`src/rtl/car_parking_pkg.sv`:
```
// Shared types and default constants for the car park entry controller.
package car_parking_pkg;

    typedef enum logic [2:0] {
        IDLE,
        WAIT_PASS,
        RIGHT_PASS,
        WRONG_PASS,
        STOP,
        LOCKOUT
    } park_state_e;

    localparam int              DEF_CAPACITY    = 8;
    localparam int              DEF_PW_W        = 4;
    localparam logic [3:0]      DEF_PASSWORD    = 4'b1011;
    localparam int              DEF_MAX_TRIES   = 3;
    localparam int              DEF_WAIT_CYCLES = 100;
    localparam int              DEF_LOCK_CYCLES = 200;

endpackage

```
`src/rtl/parking_timer.sv`:
```
// Loadable down-counter shared by the password timeout and the lockout hold-off.
module parking_timer #(
    parameter int W = 8
) (
    input  logic         clk,
    input  logic         rst,
    input  logic         load_i,
    input  logic [W-1:0] load_val_i,
    input  logic         enable_i,
    output logic         expire_o
);

    logic [W-1:0] cnt_q, cnt_d;

    // Load wins over counting; the count parks at zero once it gets there.
    always_comb begin
        cnt_d = cnt_q;
        if (load_i) begin
            cnt_d = load_val_i;
        end else if (enable_i && (cnt_q != '0)) begin
            cnt_d = cnt_q - W'(1);
        end
    end

    always_ff @(posedge clk) begin
        if (rst) begin
            cnt_q <= '0;
        end else begin
            cnt_q <= cnt_d;
        end
    end

    assign expire_o = (cnt_q == '0);

endmodule

```
`src/rtl/car_parking_ctrl.sv`:
```
// Car park entry controller: password-gated barrier, tailgate stop, lockout and occupancy count.
module car_parking_ctrl
    import car_parking_pkg::*;
#(
    parameter int              CAPACITY    = DEF_CAPACITY,
    parameter int              PW_W        = DEF_PW_W,
    parameter logic [PW_W-1:0] PASSWORD    = PW_W'(DEF_PASSWORD),
    parameter int              MAX_TRIES   = DEF_MAX_TRIES,
    parameter int              WAIT_CYCLES = DEF_WAIT_CYCLES,
    parameter int              LOCK_CYCLES = DEF_LOCK_CYCLES
) (
    input  logic                          clk,
    input  logic                          rst,
    input  logic                          sensor_entrace,
    input  logic                          sensor_exit,
    input  logic                          car_leave,
    input  logic [PW_W-1:0]               password,
    input  logic                          password_vld,
    output logic                          led_wait,
    output logic                          led_available,
    output logic                          led_alert,
    output logic                          gate_open,
    output logic [$clog2(CAPACITY+1)-1:0] occupancy,
    output logic                          full
);

    localparam int OCC_W   = $clog2(CAPACITY + 1);
    localparam int TRY_W   = $clog2(MAX_TRIES + 1);
    localparam int TMR_MAX = (WAIT_CYCLES > LOCK_CYCLES) ? WAIT_CYCLES : LOCK_CYCLES;
    localparam int TMR_W   = $clog2(TMR_MAX + 1);

    localparam logic [OCC_W-1:0] CAP_VAL   = OCC_W'(CAPACITY);
    localparam logic [TRY_W-1:0] TRY_LIMIT = TRY_W'(MAX_TRIES);
    // Loaded with N-1 so the state lasts exactly N cycles before the expire edge.
    localparam logic [TMR_W-1:0] WAIT_LOAD = TMR_W'(WAIT_CYCLES - 1);
    localparam logic [TMR_W-1:0] LOCK_LOAD = TMR_W'(LOCK_CYCLES - 1);

    park_state_e      state_q, state_d;
    logic [TRY_W-1:0] tries_q, tries_d, triesInc;
    logic [OCC_W-1:0] occ_q, occ_d;
    logic             exitPrev_q;
    logic             ledWait_q, ledWait_d;
    logic             ledAvail_q, ledAvail_d;
    logic             ledAlert_q, ledAlert_d;
    logic             gate_q, gate_d;
    logic             full_q, full_d;

    logic             pwMatch, pwMiss, exitRise;
    logic             inc, capDrop, idleAlert;
    logic             timerLoad, timerExpire;
    logic [TMR_W-1:0] timerVal;

    assign pwMatch  = password_vld && (password == PASSWORD);
    assign pwMiss   = password_vld && (password != PASSWORD);
    assign exitRise = sensor_exit && !exitPrev_q;
    assign triesInc = tries_q + TRY_W'(1);

    // Next-state logic; the timer is reloaded on every state change and on each retry.
    always_comb begin
        state_d   = state_q;
        tries_d   = tries_q;
        inc       = 1'b0;
        idleAlert = 1'b0;
        timerLoad = 1'b0;
        case (state_q)
            IDLE: begin
                if (sensor_entrace) begin
                    if (!full_q) begin
                        state_d = WAIT_PASS;
                    end else begin
                        idleAlert = 1'b1;
                    end
                end
            end
            WAIT_PASS, WRONG_PASS: begin
                if (pwMatch) begin
                    state_d = RIGHT_PASS;
                    tries_d = '0;
                end else if (pwMiss) begin
                    timerLoad = 1'b1;
                    tries_d   = triesInc;
                    state_d   = (triesInc == TRY_LIMIT) ? LOCKOUT : WRONG_PASS;
                end else if (timerExpire) begin
                    state_d = IDLE;
                    tries_d = '0;
                end
            end
            RIGHT_PASS: begin
                if (sensor_exit && sensor_entrace) begin
                    inc     = 1'b1;
                    state_d = STOP;
                end else if (exitRise && !sensor_entrace) begin
                    inc     = 1'b1;
                    state_d = IDLE;
                end
            end
            STOP: begin
                if (full_q && !sensor_entrace) begin
                    state_d = IDLE;
                end else if (pwMatch) begin
                    state_d = RIGHT_PASS;
                end
            end
            LOCKOUT: begin
                if (timerExpire) begin
                    state_d = IDLE;
                    tries_d = '0;
                end
            end
            default: begin
                state_d = IDLE;
                tries_d = '0;
            end
        endcase
        if (state_d != state_q) begin
            timerLoad = 1'b1;
        end
        timerVal = (state_d == LOCKOUT) ? LOCK_LOAD : WAIT_LOAD;
    end

    // A simultaneous entry and departure cancel out; an entry into a full lot is dropped.
    always_comb begin
        occ_d   = occ_q;
        capDrop = 1'b0;
        if (inc && !car_leave) begin
            if (occ_q == CAP_VAL) begin
                capDrop = 1'b1;
            end else begin
                occ_d = occ_q + OCC_W'(1);
            end
        end else if (!inc && car_leave && (occ_q != '0)) begin
            occ_d = occ_q - OCC_W'(1);
        end
    end

    // Indicators are decoded from the next state so they line up with the state register.
    always_comb begin
        ledWait_d  = (state_d == WAIT_PASS) || (state_d == WRONG_PASS);
        ledAvail_d = (state_d == RIGHT_PASS);
        gate_d     = (state_d == RIGHT_PASS);
        ledAlert_d = (state_d == WRONG_PASS) || (state_d == STOP) || (state_d == LOCKOUT)
                     || idleAlert || capDrop;
        full_d     = (occ_d == CAP_VAL);
    end

    always_ff @(posedge clk) begin
        if (rst) begin
            state_q    <= IDLE;
            tries_q    <= '0;
            occ_q      <= '0;
            exitPrev_q <= 1'b0;
            ledWait_q  <= 1'b0;
            ledAvail_q <= 1'b0;
            ledAlert_q <= 1'b0;
            gate_q     <= 1'b0;
            full_q     <= 1'b0;
        end else begin
            state_q    <= state_d;
            tries_q    <= tries_d;
            occ_q      <= occ_d;
            exitPrev_q <= sensor_exit;
            ledWait_q  <= ledWait_d;
            ledAvail_q <= ledAvail_d;
            ledAlert_q <= ledAlert_d;
            gate_q     <= gate_d;
            full_q     <= full_d;
        end
    end

    parking_timer #(
        .W (TMR_W)
    ) uTimer (
        .clk        (clk),
        .rst        (rst),
        .load_i     (timerLoad),
        .load_val_i (timerVal),
        .enable_i   (1'b1),
        .expire_o   (timerExpire)
    );

    assign led_wait      = ledWait_q;
    assign led_available = ledAvail_q;
    assign led_alert     = ledAlert_q;
    assign gate_open     = gate_q;
    assign occupancy     = occ_q;
    assign full          = full_q;

endmodule

```
`config.mk`:
```
export PLATFORM = sky130hd
export DESIGN_NAME = car_parking_ctrl
export DESIGN_NICKNAME = d
export VERILOG_FILES = /design/src/rtl/car_parking_pkg.sv /design/src/rtl/parking_timer.sv /design/src/rtl/car_parking_ctrl.sv
export SDC_FILE = /design/constraint.sdc
export NUM_CORES = 1
export LEC_CHECK = 0
export ABC_AREA = 1
export BUFFER_PORTS_ARGS = -buffer_cell sky130_fd_sc_hd__buf_4
export CAP_MARGIN = 5
export CORE_MARGIN = 2
export CORE_UTILIZATION = 33
export CTS_CLUSTER_DIAMETER = 30
export DETAILED_ROUTE_END_ITERATION = 10
export PLACE_DENSITY = 0.51
export SYNTH_ARGS = -nofsm -noshare
export SYNTH_HDL_FRONTEND = slang
export SYNTH_HIERARCHICAL = 1
export SYNTH_SLANG_ARGS = --single-unit
```
`constraint.sdc`:
```
create_clock -name clk -period 2.3 [get_ports clk]
set_input_delay 0.46 -clock clk [delete_from_list [all_inputs] [get_ports clk]]
set_output_delay 0.46 -clock clk [all_outputs]
set_load 0.1 [all_outputs]
```
# Yosys cells after proc, flatten, opt, wreduce, memory -nomap -nowiden
# Cells that the tools add are included.
[classes] addsub=4 n_eq_ne=16 n_mux=33 n_reduce_logical=25
[op_table] operator="$mux W3" n=10
[op_table] operator="$mux W8" n=3
[op_table] operator="$pmux W3 S5" n=1
[op_table] operator="$eq A3 B2 Y1 const B" n=4
[op_table] operator="$eq A3 B3 Y1 const B" n=4
[op_table] operator="$eq A4 B4 Y1 const B" n=3
[op_table] operator="$mux W1" n=12
[op_table] operator="$mux W4" n=3
[op_table] operator="$logic_and A1 B1 Y1" n=9
[op_table] operator="$logic_not A8 Y1" n=1
[op_table] operator="$reduce_bool A8 Y1" n=1
[op_table] operator="$sub A8 B1 Y8 const B" n=1
[op_table] operator="$eq A3 B1 Y1 const B" n=2
[op_table] operator="$mux W2" n=3
[op_table] operator="$pmux W2 S3" n=1
[op_table] operator="$logic_or A1 B1 Y1" n=5
[op_table] operator="$add A4 B1 Y4 const B" n=1
[op_table] operator="$logic_not A1 Y1" n=4
[op_table] operator="$ne A4 B4 Y1 const B" n=1
[op_table] operator="$reduce_bool A4 Y1" n=1
[op_table] operator="$sub A4 B1 Y4 const B" n=1
[op_table] operator="$logic_not A3 Y1" n=1
[op_table] operator="$ne A3 B3 Y1" n=1
[op_table] operator="$reduce_or A3 Y1" n=1
[op_table] operator="other kinds (4)" n=4
[word_totals] reg_bits=22 in_bits=10 elab_cells=87

# Longest topological paths before layout
# Gate-level depths: netlist of the first run.
[depth] word_depth=12 ltp_mapped=18 depth_no_buf=17

# Cells and area by module
# Netlist of the first run, hierarchy kept.
[by_module_without_submodules] module="car_parking_ctrl" instances=1 cells_each=161 area_each_um2=1002.2 seq_area_each_um2=280.3
[by_module_without_submodules] module="parking_timer" instances=1 cells_each=104 area_each_um2=600.6 seq_area_each_um2=160.2

# Worst setup path after synthesis of the first run
# OpenSTA, ideal clock, no wires.
[synth_path] kind="register to register" from="register full_q (netlist: full)" to="register uTimer.cnt_q[1]" setup_time_ps=113 arrival_time_ps=2373 required_time_ps=2187 slack_ps=-187 path_stages_with_launch=17 period_less_slack_ps=2487 cell_sequence="dfxtp_1 inv_1 nor2_1 nor2_2 nand2_1 nand2_1 nand2_1 nand2_1 nor2_1 nor2_1 nand3_1 clkbuf_1 inv_2 nand2_4 clkinv_2 nor2_1 nor2_1"
[synth_between] elab_chain_cells=6 elab_cells_between_ends=9
[synth_rtl] item="from (decl)" line_no="car_parking_ctrl.sv:46" rtl="logic full_q, full_d;"
[synth_rtl] item="from (signal assigned)" line_no="car_parking_ctrl.sv:166" rtl="full_q <= full_d;"
[synth_rtl] item="$mux W3 / $logic_and A1 B1 Y1 (equally long branches)" line_no="car_parking_ctrl.sv:68, car_parking_ctrl.sv:98"
[synth_rtl] item="$mux W3 (on tied branches)" line_no="car_parking_ctrl.sv:67, car_parking_ctrl.sv:98"
[synth_rtl] item="$pmux W3 S5 (*)" line_no="car_parking_ctrl.sv:65" rtl="case (state_q)"
[synth_rtl] item="$ne A3 B3 Y1 (*)" line_no="car_parking_ctrl.sv:115" rtl="if (state_d != state_q) begin"
[synth_rtl] item="$mux W1 (*)" line_no="car_parking_ctrl.sv:115"
[synth_rtl] item="net timerLoad" line_no="car_parking_ctrl.sv:50" rtl="logic timerLoad, timerExpire;"
[synth_rtl] item="$mux W8 / $reduce_bool A2 Y1 (equally long branches)"
[synth_rtl] item="to (signal assigned)" line_no="parking_timer.sv:29" rtl="cnt_q <= cnt_d;"
[synth_rtl] item="to (decl)" line_no="parking_timer.sv:13" rtl="logic [W-1:0] cnt_q, cnt_d;"
# The timed path passes the listed nets; every way through them passes the cells marked *.
# A chain may end at the register's enable or synchronous reset.

# Final worst setup path of the first run
[layout_path] from="register uTimer.cnt_q[0]" to="register uTimer.cnt_q[2]"
[layout_between] elab_chain_cells=8 elab_cells_between_ends=14
[layout_rtl] item="$logic_not A8 Y1 (*)" line_no="parking_timer.sv:33" rtl="assign expire_o = (cnt_q == '0);"
[layout_rtl] item="net timerExpire" line_no="car_parking_ctrl.sv:50"
[layout_rtl] item="$mux W3 (*)" line_no="car_parking_ctrl.sv:83, car_parking_ctrl.sv:105"
[layout_rtl] item="$mux W3" line_no="car_parking_ctrl.sv:79" rtl="end else if (pwMiss) begin"
[layout_rtl] item="$mux W3" line_no="car_parking_ctrl.sv:76" rtl="if (pwMatch) begin"
[layout_rtl] item="$pmux W3 S5 (*)" line_no="car_parking_ctrl.sv:65"
[layout_rtl] item="$ne A3 B3 Y1 (*)" line_no="car_parking_ctrl.sv:115"
[layout_rtl] item="$mux W1 (*)" line_no="car_parking_ctrl.sv:115"
[layout_rtl] item="net timerLoad" line_no="car_parking_ctrl.sv:50"
[layout_rtl] item="$mux W8 / $reduce_bool A2 Y1 (equally long branches)"
# The timed path passes the listed nets; every way through them passes the cells marked *. The select of a mux whose other input is x is not followed.

==> results of run 1 <==
[metrics by stage]
| stage | area, sq um | power [mW] |
|---|---|---|
| after detailed placement | 1840 | 2.39 |
| final | 1990 | 2.88 |
| after global routing | 1990 | 3.14 |
| after CTS | 1920 | 2.77 |
| after global placement | 1840 | 2.41 |
| after floorplan | 1630 | 2.02 |
[where the power goes]
group	internal, mW	leakage, nW	switching (mW)
clock network	0.233	0.0357	0.135
logic	0.617	0.819	1.26
registers	0.508	0.182	0.129
total	1.36	1.04	1.53
[flip-flops by register name (all words and copies together), names as in the netlist]
signal and cells:
exitPrev_q 1, full 1, gate_open 1, led_alert 1
led_wait 1, occupancy 4, state_q 3, tries_q 2
uTimer/cnt_q 8
[cell usage after synthesis, types with 2 or more instances]
| library cell | instances |
|---|---|
| conb_1 | 2 |
| ha_1 | 5 |
| nor2_1 | 32 |
| nand2_1 | 68 |
| nor3_1 | 3 |
| nor2_2 | 4 |
| nand2_2 | 5 |
| clkbuf_1 | 2 |
| nand4_1 | 3 |
| nand2_4 | 4 |
| clkinv_2 | 2 |
| xnor2_1 | 3 |
| nand3_1 | 34 |
| inv_2 | 3 |
| dfxtp_1 | 22 |
| inv_1 | 40 |
| o21ai_0 | 8 |
| buf_4 | 2 |
| a21oi_1 | 14 |
[cell families after synthesis]
| logic type | Yosys count | share of synthesized area, % |
|---|---|---|
| AO/OA/AOI/OAI | 28 | 10.1 |
| other | 2 | 0.469 |
| XOR/XNOR | 4 | 2.19 |
| adder cells (fa/ha/maj) | 5 | 3.90 |
| buffers and inverters | 49 | 12.1 |
| flip-flops | 22 | 27.5 |
| AND/OR/NAND/NOR | 155 | 43.8 |
[how the worst min path moves through the flow]
stage                     cells past startpoint  slack (ns)                 endpoint
after floorplan                               2        0.45  tries_q[0]$_SDFFE_PP0N_
after global placement                        2        0.49  tries_q[0]$_SDFFE_PP0N_
after detailed placement                      2        0.49  tries_q[0]$_SDFFE_PP0N_
after CTS                                     3        0.40    exitPrev_q$_SDFF_PP0_
after global routing                          3        0.43    exitPrev_q$_SDFF_PP0_
final                                         3        0.41    exitPrev_q$_SDFF_PP0_
[final cells by class]
cell class | instances | area share, %
sequential | 22 | 22.4
timing repair inverter | 1 | 0.378
clock buffer | 3 | 2.08
timing repair buffer | 25 | 9.64
clock inverter | 1 | 1.51
tap | 54 | 3.40
multi-input combinational | 200 | 51.8
inverter | 45 | 8.76
[layer usage]
layer | vias up | part of all wire [%]
met5 | - | 0
met4 | 0 | 0.77
met3 | 2 | 4.5
met2 | 35 | 46
met1 | 693 | 49
li1 | 888 | -
[worst register-to-register path: stages (launching register included)]
cell and delay (ns):
dfxtp_2 0.34, inv_1 0.05, ha_1 0.21, nand2_2 0.11, nor2_4 0.06, nor2_2 0.13
nand3_1 0.12, inv_1 0.10, a21oi_1 0.04, a21oi_1 0.18, nand3_2 0.18, buf_6 0.18
o21ai_0 0.16, nand2_1 0.07, a21oi_1 0.13
[timing repair]
item / in CTS / in global routing
endpoints found under the hold margin: 0 / 0
buffers inserted: 0 / 2
endpoints found under the setup margin: 0 / 8
resized for setup: 0 / 15
==> results.sh, run 1 <==
export IMPL_clkLatencyLatePin_ns=0.26
export IMPL_cts_sinks=22
export IMPL_ys_seq_area_share_pct=27.5
export IMPL_core_area_sq_um=4690
export IMPL_synth_cell_types=28
export IMPL_cts_made_buffers=3
export IMPL_regToRegStartpoint="uTimer/cnt_q[0]$_SDFFE_PP0P_"
export IMPL_met3_usage_pct=2.88
export IMPL_yosys_area_top_type="dfxtp_1"
export IMPL_cp_slowest_stage_delay_ns=0.34
export IMPL_fp_dieW_um=73.7
export IMPL_num_rows=25
export IMPL_area_growth_pct=23.9
export IMPL_rsz0062_at_grt="false"
export IMPL_yosysTopAreaCellShare_pct=27.5
export IMPL_final_layout_size_suffix_gt1_share_pct=21.5
export IMPL_die_area_sq_um=5430
export IMPL_netlist_top_cells_area="dfxtp_1 27%, nand2_1 16%, nand3_1 11%"
export IMPL_finalClockSkew_ns=0.00431
export IMPL_post_route_period_util_pct=92.3
export IMPL_floorplan_initialDensity_pct=34.2
export IMPL_cp_buffers_inverters=3
export IMPL_endpoint="uTimer/cnt_q[2]$_SDFFE_PP0P_"
export IMPL_cts_tree="yes"
export IMPL_drt_iter0_markers=67
export IMPL_grtUsageTotal_pct=15.4
export IMPL_synth_ff_type="dfxtp_1"
export IMPL_synth_seq_cells=22
export IMPL_timing_final_ws_setup_ns=0.177
export IMPL_synth_edf_count=0
export IMPL_grt_pass1_wl_um=6610
export IMPL_fin_crit_ns=2.12
export IMPL_maxCapViolations=0
export IMPL_first_pass_iters=5
export IMPL_fmax_mhz=471
export IMPL_synth_area_sq_um=1600
export IMPL_holdBufCountCts=0
export IMPL_final_common_cell="nand2_1"
export IMPL_most_common_layout_cells="66 x nand2_1, 40 x inv_1, 31 x nand3_1, 29 x nor2_1, 24 x buf_4"
export IMPL_path_class="register to register"
export IMPL_required_ns=2.50
export IMPL_reg2reg_setup_slack_ns=0.18
export IMPL_dpl_worst_slack_ns=0.0723
export IMPL_multiInputGateArea_sq_um=1030
export IMPL_hold_viol_final=0
export IMPL_fillers=548
export IMPL_grt_max_degree=17
export IMPL_first_global_vias=1512
export IMPL_min_from="sensor_exit"
export IMPL_p_per_area_nw_per_um2=1450
export IMPL_grt_busiest_layer="met2"
export IMPL_drt_wirelength_per_cell_um=10.8
export IMPL_clockRootBuffer="clkbuf_8"
export IMPL_crit_cells=14
export IMPL_crit_path_start="uTimer/cnt_q[0]$_SDFFE_PP0P_"
export IMPL_hold_slack_ns=0.414
export IMPL_die_height_um=73.7
export IMPL_setup_viol=0
export IMPL_utilization_pct=42.3
export IMPL_status="complete, no violations"
export IMPL_vias=1618
export IMPL_cp_slowest_cell="dfxtp_2"
export IMPL_io_pins=19
export IMPL_cts_htree_levels=1
export IMPL_cp_top_family="simple AND/OR/NAND/NOR gates"
export IMPL_post_route_drc_count=0
export IMPL_path_clk_slew_ns=0.09
export IMPL_cp_end_kind="register"
export IMPL_slew_violations=0
export IMPL_antenna_found_initial=0
export IMPL_n_antenna_cell=0
export IMPL_grt_overflow_total=0
export IMPL_grt_util_met1_pct=20.7
export IMPL_viasPerCell=4.61
export IMPL_rr_endpoint="uTimer/cnt_q[2]$_SDFFE_PP0P_"
export IMPL_r2r_cells=14
export IMPL_leakage_nw=1.04
export IMPL_ctsLongestPathBuffers=2
export IMPL_seq_area_sq_um=445
export IMPL_final_antenna_net_count=0
export IMPL_grtUsageMet2_pct=25.3
export IMPL_fin_cells=351
export IMPL_synth_cells=265
export IMPL_gp_congestion=0.804
export IMPL_yosysWarnings=6
export IMPL_dp_cells=344
export IMPL_hp_class="input port to register"
export IMPL_syn_avg_cell_area_sq_um=6.05
export IMPL_critical_path_arrival_ns=2.33
export IMPL_cp_common_cell="a21oi_1"
export IMPL_tns_ns=0
export IMPL_startpoint_type="register"
export IMPL_path_max_fanout=9
export IMPL_crit_path_cell_trace="inv_1, ha_1, nand2_2, nor2_4, nor2_2, nand3_1, inv_1, a21oi_1, a21oi_1, nand3_2, buf_6, o21ai_0, nand2_1, a21oi_1"
export IMPL_hpwl_um=2950
export IMPL_final_nets=313
export IMPL_io_buffers=18
export IMPL_ir_drop_uv=902
export IMPL_wl_um=3790
export IMPL_async_flop_share_pct=0
Note: power is estimated with default switching activity, not from simulation.
==> run 2, diff against run 1 <==
--- a/config.mk
+++ b/config.mk
@@ -5,7 +5,6 @@
 export SDC_FILE = /design/constraint.sdc
 export NUM_CORES = 1
 export LEC_CHECK = 0
-export ABC_AREA = 1
 export BUFFER_PORTS_ARGS = -buffer_cell sky130_fd_sc_hd__buf_4
 export CAP_MARGIN = 5
 export CORE_MARGIN = 2
==> run 2 against run 1 <==
  * The run now ends with setup timing left
  * Total power decreased by 24%
  * Synthesized cell count decreased by 20%
  * Critical endpoint is now uTimer/cnt_q[1]$_SDFFE_PP0P_
  * Via count increased by 7.2%
==> results.sh, run 2 <==
export IMPL_async_flop_share_pct=0
export IMPL_crit_path_cell_trace="or4_4, nor4_4, nor2b_1, o221ai_1, nand3_1, mux2i_1, o221ai_2, or4_4, o211ai_1"
export IMPL_cp_slowest_stage_delay_ns=0.55
export IMPL_top_register="uTimer/cnt_q"
export IMPL_synth_area_sq_um=1650
export IMPL_yosys_area_top_type="dfxtp_1"
export IMPL_min_path_cells=2
export IMPL_grt_util_met1_pct=25.9
export IMPL_drt_iter0_markers=62
export IMPL_core_area_sq_um=4790
export IMPL_seq_area_sq_um=447
export IMPL_ctsLongestPathBuffers=2
export IMPL_clockRootBuffer="clkbuf_8"
export IMPL_hp_class="register to register"
export IMPL_first_global_vias=1549
export IMPL_hold_slack_ns=0.525
export IMPL_netlist_top_cells_area="dfxtp_1 27%, nor2_1 5.4%, ha_1 3.8%"
export IMPL_grt_max_degree=23
export IMPL_synth_seq_cells=22
export IMPL_cp_common_cell="or4_4"
export IMPL_cts_htree_levels=1
export IMPL_gp_congestion=0.886
export IMPL_hpwl_um=3370
export IMPL_yosysMostFrequentCell="nor2_1"
export IMPL_min_from="tries_q[1]$_SDFFE_PP0N_"
export IMPL_fin_crit_ns=2.49
export IMPL_rsz0062_at_grt="true"
export IMPL_final_nets=291
export IMPL_fin_cells=342
export IMPL_floorplan_initialDensity_pct=34.6
export IMPL_final_antenna_net_count=0
export IMPL_n_antenna_cell=0
export IMPL_yosysWarnings=6
export IMPL_wl_um=4400
export IMPL_num_rows=25
export IMPL_grtUsageMet2_pct=26.5
export IMPL_path_max_fanout=4
export IMPL_required_ns=2.50
export IMPL_fillers=494
export IMPL_cts_made_buffers=3
export IMPL_synth_ff_type="dfxtp_1"
export IMPL_tns_ns=-1.10
export IMPL_grt_pass1_wl_um=7530
export IMPL_drt_wirelength_per_cell_um=12.9
export IMPL_post_route_drc_count=0
export IMPL_finalClockSkew_ns=0.00718
export IMPL_io_buffers=18
export IMPL_setup_viol=10
export IMPL_clkLatencyLatePin_ns=0.27
export IMPL_final_common_cell="buf_4"
export IMPL_final_layout_size_suffix_gt1_share_pct=34.5
export IMPL_slew_headroom_pct=62.7
export IMPL_regToRegStartpoint="uTimer/cnt_q[2]$_SDFFE_PP0P_"
export IMPL_violations="setup timing"
export IMPL_p_per_area_nw_per_um2=943
export IMPL_antenna_found_initial=0
export IMPL_most_common_layout_cells="61 x buf_4, 23 x nor2_1, 17 x dfxtp_1, 13 x nand2_1, 12 x inv_1"
export IMPL_met3_usage_pct=2.01
export IMPL_hold_viol_final=0
export IMPL_startpoint_type="register"
export IMPL_io_pins=19
export IMPL_cts_sinks=22
export IMPL_reg2reg_setup_slack_ns=-0.19
export IMPL_grtUsageTotal_pct=17.4
export IMPL_critical_path_arrival_ns=2.69
export IMPL_cp_slowest_cell="or4_4"
export IMPL_ys_seq_area_share_pct=26.6
export IMPL_fmax_mhz=401
export IMPL_slew_violations=0
export IMPL_die_height_um=74.8
export IMPL_r2r_cells=9
export IMPL_cp_end_kind="register"
export IMPL_syn_avg_cell_area_sq_um=7.84
export IMPL_die_area_sq_um=5600
export IMPL_yosysTopAreaCellShare_pct=26.6
export IMPL_area_growth_pct=41.1
export IMPL_grt_overflow_total=0
export IMPL_multiInputGateArea_sq_um=1210
export IMPL_synth_cell_types=60
export IMPL_dp_cells=331
export IMPL_synth_edf_count=0
export IMPL_vias=1734
export IMPL_first_pass_iters=4
export IMPL_maxCapViolations=0
export IMPL_ir_drop_uv=436
export IMPL_viasPerCell=5.07
export IMPL_leakage_nw=0.948
export IMPL_cts_tree="yes"
export IMPL_worst_pin_slew_ns=0.558
export IMPL_grt_busiest_layer="met2"
export IMPL_dpl_worst_slack_ns=-0.377
export IMPL_holdBufCountCts=0
export IMPL_timing_final_ws_setup_ns=-0.192
export IMPL_post_route_period_util_pct=108
export IMPL_path_class="register to register"
export IMPL_min_to="tries_q[1]$_SDFFE_PP0N_"
export IMPL_synth_cells=211
export IMPL_rr_endpoint="uTimer/cnt_q[1]$_SDFFE_PP0P_"
export IMPL_path_clk_slew_ns=0.09
export IMPL_status="finished with violations"
export IMPL_synthTopCellsByCount="24 x nor2_1, 22 x dfxtp_1, 13 x nand2_1"
export IMPL_largest_register_ffs=8
export IMPL_fp_dieW_um=74.8
-- run 2: worst max path at each step --
stage	from	depth (start not counted)	endpoint	slack, ns
2_1_floorplan	uTimer/cnt_q[5]$_SDFFE_PP0P_	9	uTimer/cnt_q[1]$_SDFFE_PP0P_	-0.26
4_1_cts	uTimer/cnt_q[2]$_SDFFE_PP0P_	9	uTimer/cnt_q[1]$_SDFFE_PP0P_	-0.21
5_1_grt	uTimer/cnt_q[2]$_SDFFE_PP0P_	9	uTimer/cnt_q[1]$_SDFFE_PP0P_	-0.35
3_3_place_gp	uTimer/cnt_q[3]$_SDFFE_PP0P_	9	uTimer/cnt_q[1]$_SDFFE_PP0P_	-0.32
6_report	uTimer/cnt_q[2]$_SDFFE_PP0P_	9	uTimer/cnt_q[1]$_SDFFE_PP0P_	-0.19
3_5_place_dp	uTimer/cnt_q[3]$_SDFFE_PP0P_	9	uTimer/cnt_q[1]$_SDFFE_PP0P_	-0.38
-- run 2: layout make-up --
class                      count  share of cell area (%)
sequential                    22                    19.1
clock buffer                   3                    1.77
inverter                      14                    2.25
tap                           67                    3.59
timing repair buffer          62                    20.1
clock inverter                 1                    1.29
multi-input combinational    173                    51.8
-- run 2: critical path, delay by kind of cell (launching register included) --
family	cells	cell delay [ns]
DFF	1	0.33
muxes	1	0.20
and+or+nand+nor	5	1.46
AOI/OAI and AO/OA	3	0.42
-- run 2: cells by family after synthesis --
group                      Yosys count  synth area share, %
AOI/OAI and AO/OA                   52                 22.9
xor gates and xnor gates             5                 2.65
adders and majority gates            5                 3.78
buffers and inverters               24                 5.97
DFF                                 22                 26.6
muxes                                5                 3.10
other                                2                0.454
and+or+nand+nor                     96                 34.5
-- run 2: per-stage QoR --
| stage | cell area [sq um] | power (mW) | utilization (%) |
|---|---|---|---|
| finish | 2330 | 2.20 | 48.8 |
| floorplan | 1720 | 1.36 | - |
| CTS | 2330 | 2.21 | 48.6 |
| global route | 2330 | 2.37 | 48.8 |
| global placement | 2170 | 1.76 | 45.3 |
| detailed placement | 2170 | 1.75 | 45.3 |
-- run 2: what timing repair did --
| action | 4_1_cts | 5_1_grt |
|---|---|---|
| buffers inserted | 6 | 1 |
| pin swaps | 8 | 1 |
| resized for setup | 12 | 0 |
| endpoints found under the hold margin | 0 | 0 |
| endpoints found under the setup margin | 11 | 10 |
-- run 2: power by group --
group	switching (mW)	internal, mW	leakage (nW)
Sequential	0.0861	0.464	0.182
Combinational	0.706	0.576	0.730
Clock	0.137	0.233	0.0357
-- run 2: layer usage --
layer  vias up  routed length [um]
li1        896                   -
met1       796                2150
met3         5                 192
met4         0                  51
met2        37                2010
met5         -                   0
